--- config.mk ---
export PLATFORM = sky130hd
export DESIGN_NAME = sdes_decrypt_seq
export DESIGN_NICKNAME = d
export VERILOG_FILES = /design/src/rtl/sdes_decrypt_seq.sv
export SDC_FILE = /design/constraint.sdc
export NUM_CORES = 1
export LEC_CHECK = 0
export ABC_AREA = 1
export CORE_UTILIZATION = 42
export CTS_CLUSTER_SIZE = 24
export DETAILED_ROUTE_END_ITERATION = 10
export DONT_BUFFER_PORTS = 1
export PLACE_DENSITY = 0.58
export SYNTH_ARGS = -nofsm -noshare
export SYNTH_HDL_FRONTEND = slang
export SYNTH_SLANG_ARGS = --single-unit
--- constraint.sdc ---
create_clock -name clk -period 2.4 [get_ports clk]
set_input_delay 0.6 -clock clk [delete_from_list [all_inputs] [get_ports clk]]
set_output_delay 0.6 -clock clk [all_outputs]
set_load 0.01 [all_outputs]
--- src/rtl/sdes_decrypt_seq.sv ---
// Multi-cycle S-DES decryptor: accept -> KEY -> RND2 -> RND1 -> DONE; out_valid rises after the 4th edge (accept edge included).
// Ready/valid on both sides; in_ready only in IDLE, and the result is held in DONE until out_ready.
module sdes_decrypt_seq (
    input  logic       clk,
    input  logic       rst,
    input  logic       in_valid,
    output logic       in_ready,
    input  logic [0:7] ct,
    input  logic [0:9] key,
    output logic       out_valid,
    input  logic       out_ready,
    output logic [0:7] pt,
    output logic       busy
);

    typedef enum logic [2:0] {
        S_IDLE,
        S_KEY,
        S_RND2,
        S_RND1,
        S_DONE
    } state_t;

    state_t     r_state;
    state_t     w_next;

    logic [0:7] r_ct;
    logic [0:9] r_key;
    logic [0:7] r_k1;
    logic [0:7] r_k2;
    logic [0:7] r_data;
    logic [0:7] r_pt;

    function automatic logic [0:9] f_p10(input logic [0:9] k);
        return {k[2], k[4], k[1], k[6], k[3], k[9], k[0], k[8], k[7], k[5]};
    endfunction

    // Takes only bits 3..10 of the shifted key, since P8 never selects bits 1-2.
    function automatic logic [0:7] f_p8(input logic [0:7] s);
        return {s[3], s[0], s[4], s[1], s[5], s[2], s[7], s[6]};
    endfunction

    function automatic logic [0:7] f_ip(input logic [0:7] b);
        return {b[1], b[5], b[2], b[0], b[3], b[7], b[4], b[6]};
    endfunction

    function automatic logic [0:7] f_ipinv(input logic [0:7] b);
        return {b[3], b[0], b[2], b[4], b[6], b[1], b[7], b[5]};
    endfunction

    function automatic logic [0:7] f_ep(input logic [0:3] r);
        return {r[3], r[0], r[1], r[2], r[1], r[2], r[3], r[0]};
    endfunction

    function automatic logic [0:3] f_p4(input logic [0:3] s);
        return {s[1], s[3], s[2], s[0]};
    endfunction

    // Table index is {row, col} = {b0, b3, b1, b2}.
    function automatic logic [0:1] f_s0(input logic [0:3] b);
        logic [0:1] v;
        v = 2'd0;
        case ({b[0], b[3], b[1], b[2]})
            4'd0:  v = 2'd1;
            4'd1:  v = 2'd0;
            4'd2:  v = 2'd3;
            4'd3:  v = 2'd2;
            4'd4:  v = 2'd3;
            4'd5:  v = 2'd2;
            4'd6:  v = 2'd1;
            4'd7:  v = 2'd0;
            4'd8:  v = 2'd0;
            4'd9:  v = 2'd2;
            4'd10: v = 2'd1;
            4'd11: v = 2'd3;
            4'd12: v = 2'd3;
            4'd13: v = 2'd1;
            4'd14: v = 2'd3;
            4'd15: v = 2'd2;
            default: v = 2'd0;
        endcase
        return v;
    endfunction

    function automatic logic [0:1] f_s1(input logic [0:3] b);
        logic [0:1] v;
        v = 2'd0;
        case ({b[0], b[3], b[1], b[2]})
            4'd0:  v = 2'd0;
            4'd1:  v = 2'd1;
            4'd2:  v = 2'd2;
            4'd3:  v = 2'd3;
            4'd4:  v = 2'd2;
            4'd5:  v = 2'd0;
            4'd6:  v = 2'd1;
            4'd7:  v = 2'd3;
            4'd8:  v = 2'd3;
            4'd9:  v = 2'd0;
            4'd10: v = 2'd1;
            4'd11: v = 2'd0;
            4'd12: v = 2'd2;
            4'd13: v = 2'd1;
            4'd14: v = 2'd0;
            4'd15: v = 2'd3;
            default: v = 2'd0;
        endcase
        return v;
    endfunction

    // Key schedule from the latched key.
    logic [0:9] w_p10;
    logic [0:9] w_ls1;
    logic [0:9] w_ls2;
    logic [0:7] w_k1;
    logic [0:7] w_k2;

    assign w_p10 = f_p10(r_key);
    assign w_ls1 = {w_p10[1:4], w_p10[0], w_p10[6:9], w_p10[5]};
    assign w_ls2 = {w_ls1[2:4], w_ls1[0:1], w_ls1[7:9], w_ls1[5:6]};
    assign w_k1  = f_p8(w_ls1[2:9]);
    assign w_k2  = f_p8(w_ls2[2:9]);

    // Single fk datapath shared by both rounds; only the subkey is muxed.
    logic [0:7] w_rk;
    logic [0:7] w_x;
    logic [0:1] w_s0;
    logic [0:1] w_s1;
    logic [0:3] w_f;
    logic [0:7] w_fk;

    assign w_rk = (r_state == S_RND1) ? r_k1 : r_k2;
    assign w_x  = f_ep(r_data[4:7]) ^ w_rk;
    assign w_s0 = f_s0(w_x[0:3]);
    assign w_s1 = f_s1(w_x[4:7]);
    assign w_f  = f_p4({w_s0, w_s1});
    assign w_fk = {r_data[0:3] ^ w_f, r_data[4:7]};

    always_comb begin
        w_next = r_state;
        case (r_state)
            S_IDLE:  if (in_valid) w_next = S_KEY;
            S_KEY:   w_next = S_RND2;
            S_RND2:  w_next = S_RND1;
            S_RND1:  w_next = S_DONE;
            S_DONE:  if (out_ready) w_next = S_IDLE;
            default: w_next = S_IDLE;
        endcase
    end

    always_ff @(posedge clk) begin
        if (rst) begin
            r_state <= S_IDLE;
            r_ct    <= 8'b0;
            r_key   <= 10'b0;
            r_k1    <= 8'b0;
            r_k2    <= 8'b0;
            r_data  <= 8'b0;
            r_pt    <= 8'b0;
        end else begin
            r_state <= w_next;
            case (r_state)
                S_IDLE: begin
                    if (in_valid) begin
                        r_ct  <= ct;
                        r_key <= key;
                    end
                end
                S_KEY: begin
                    r_k1   <= w_k1;
                    r_k2   <= w_k2;
                    r_data <= f_ip(r_ct);
                end
                S_RND2:  r_data <= {w_fk[4:7], w_fk[0:3]};
                S_RND1:  r_pt   <= f_ipinv(w_fk);
                default: ;
            endcase
        end
    end

    assign in_ready  = (r_state == S_IDLE);
    assign out_valid = (r_state == S_DONE);
    assign busy      = (r_state != S_IDLE);
    assign pt        = r_pt;

endmodule

==> reports/results.tsv <==
stage	metric	value	unit
outcome	status	finished clean	
clock_network	CTS clk-pin slew, worst paths	80	ps
global_route	vias in the first global route	1823	
min_path	Hold WC Path Type	in -> reg	
placement	pre-CTS WS	277	ps
synth	Mapped Cells	335	
power	combinational share of power	24.9	%
timing	unrepaired setup endpoints after global routing	no	
final_layout	Antenna diodes	0	
worst_setup_path	Worst R2R Setup Slack	400	ps
worst_setup_path	largest stage delay on the critical path	550	ps
synth	Ys Warns	0	
power	Reg power frac	43.9	%
synth	Post-Syn Area	2270	sq um
route	final WL	5250	microns
floorplanning	total core area	5170	sq um
global_route	largest net degree at the start of global routing	27	
clock_network	CTS sink cnt	47	
clock_network	hold_buf cts	0	
route	DR vias	2029	
synth	sequential area share after synthesis	41.4	%
clock_network	latest clock arrival within the worst-skew pair	300	ps
power	pwr dens	885	nW/um^2
placement	DP Area	2300	sq um
route	drt via density	5.07	
final_layout	commonest non-fill, non-tap cell in the layout	nand2_1	
global_route	grt total ovfl	0	
clock_network	CTS tree	built	
power	Clock power frac	31.1	%
worst_setup_path	CP endpoint kind	register	
route	DR WL/cell	13.1	microns
placement	dpl cells	392	
power	Int Pwr	1.47	mW
floorplanning	die area	5710	sq um
synth	FF+latch count, synth	47	
floorplanning	std cell rows	26	
timing	Period minus WS final	2000	ps
power	Leakage	1.03	nW
timing	fin. max-slew vios	0	
floorplanning	# IOs	33	
final_layout	post-route design area	2440	sq um
placement	GP Congestion	0.904	
route	ANT nets after route	0	
run	Max-Cap Viols	0	
floorplanning	Die W	75.6	microns
final_layout	synthesis-to-layout area growth	7.21	%
timing	Final Cycle Share	83.2	%
worst_setup_path	Crit-path slowest cell	dfxtp_1	
timing	Slew HR	52.1	%
synth	top-area cell type share of the netlist area	41.4	%
worst_setup_path	crit path DAT	2190	ps
timing	Final Hold Fails	0	
synth	top post-synthesis cells by area	dfxtp_1 (41%), nand2_1 (16%), a21oi_1 (8.1%)	
clock_network	post-CTS sizing	0	
timing	endpoints failing setup	0	
timing	FMAX	501	MHz
global_route	first-pass GRT wire length	8690	microns
worst_setup_path	Max FO, Critical Path	17	
synth	syn nets	358	
power	VDD IR-drop max	429	uV
timing	worst clock skew	2.36	ps
placement	dpl hpwl	3940	microns
power	Sw Ratio	31.8	%
worst_setup_path	CP required	2600	ps
worst_setup_path	worst-path cell chain	nand2_2 > nor2_2 > buf_4 > nand2_2 > nand2_1 > nand2_1 > nand2_1 > nand2_1 > nand3_1 > nand2_1 > nand2_1 > nand3_1 > o211ai_1 > inv_1	
clock_network	Longest Clk Path Bufs	2	
worst_setup_path	Worst Setup Start Kind	register	
route	Pre-antenna DRT Iters	4	
clock_network	setup repair bufs after CTS	0	
route	DR DRC count	0	
global_route	initial antenna violation count	0	
worst_setup_path	cell mode on critical path	nand2_1	
synth	leading area contributor after synthesis	dfxtp_1	
timing	PnR worst setup slack	403	ps
clock_network	cts bufs inserted	5	
route	DRT iter0 DRCs	121	
worst_setup_path	WS Path Type	reg -> reg	
final_layout	commonest cells after routing, fill and taps aside	nand2_1 (94), dfxtp_1 (47), inv_1 (41)	
final_layout	layout cells sized above 1	5.76	%
synth	Yosys cell types	24	
placement	input/output buffers	0	
final_layout	Non-Filler Instances	400	
floorplanning	Starting Density	44.0	%
timing	setup tns final	0	ps
power	switching power	0.685	mW
final_layout	Fillers	533	
clock_network	CTS root buffer	clkbuf_8	
timing	worst slew pin tran	717	ps
clock_network	H-tree Lvls	2	
synth	Mean Syn Cell Area	6.79	sq um
global_route	All-Layer GR Usage	20.6	%
final_layout	layout net count	352	
floorplanning	Die H	75.6	microns
[kinds of logic after synthesis]
kind of cell / share of synthesized area (%)
buffers and inverters: 11.4
DFF: 41.4
and+or+nand+nor: 27.3
AOI/OAI and AO/OA: 19.4
adders and majority gates: 0.550
[registers in the layout, indices dropped and copies added, names as in the netlist]
register	cells
r_key	10
pt	8
r_ct	8
r_data	8
r_k1	7
r_k2	3
r_state	3
[worst max-delay path: cells and delay by family, from the launching register on]
kind	cells	cell delay, ps
buffers and inverters	2	300
and+or+nand+nor	11	960
DFF	1	550
AOI/OAI and AO/OA	1	100
[routing by layer]
metal	vias to the layer above	wire length (microns)	track usage, %
li1	1088	-	-
met1	905	2600	28.8
met2	34	2400	32.4
met3	2	226	4.37
met4	0	24	5.56
met5	-	0	0
[power groups by stage]
| stage | clock network, mW | logic, mW | registers, mW |
|---|---|---|---|
| finish | 0.671 | 0.538 | 0.947 |
| global route | 0.714 | 0.636 | 0.960 |
| CTS | 0.688 | 0.542 | 0.945 |
| detailed placement | 0 | 0.536 | 0.963 |
| global placement | 0 | 0.532 | 0.963 |
| floorplan | 0 | 0.455 | 0.934 |
[Yosys cell counts]
library cell	instances
a31oi_1	4
nand2_1	94
nand4_1	3
dfxtp_1	47
o22ai_1	2
nor3_1	3
nand2_2	3
o211ai_1	2
buf_6	4
nor2_2	2
nand3_2	1
o21ai_0	28
nor2_1	6
o221ai_1	4
nand3_1	31
inv_1	41
a21oi_1	37
clkbuf_1	13
buf_4	1
nand3b_1	2
o21ai_1	4
inv_2	1
ha_1	1
a21o_1	1
[cell type report]
| cell class | count | area (sq um) | share of cell area [%] |
|---|---|---|---|
| clock buffers | 6 | 72.6 | 2.98 |
| flip-flops and latches | 47 | 941 | 38.6 |
| inverters | 42 | 158 | 6.47 |
| repair buffers | 5 | 37.5 | 1.54 |
| clock inverters | 2 | 60.1 | 2.46 |
| multi-input cells | 228 | 1080 | 44.4 |
| well taps | 70 | 87.6 | 3.59 |
[worst paths after layout]
path | depth (start not counted) | from | to
max | 14 | r_state[1] | pt[2]
min | 1 | rst | r_data[6]
max reg2reg | 14 | r_state[1] | pt[2]
min reg2reg | 2 | r_key[5] | r_key[5]
[stage by stage]
| stage | utilization (%) | hold slack (ps) | power (mW) |
|---|---|---|---|
| 6_report | 47.1 | 366 | 2.16 |
| 5_1_grt | 47.1 | 345 | 2.31 |
| 4_1_cts | 47.0 | 348 | 2.17 |
| 3_5_place_dp | 44.4 | 445 | 1.50 |
| 3_3_place_gp | 44.4 | 441 | 1.49 |
| 2_1_floorplan | - | 425 | 1.39 |
(Power assumes the default switching activity.)
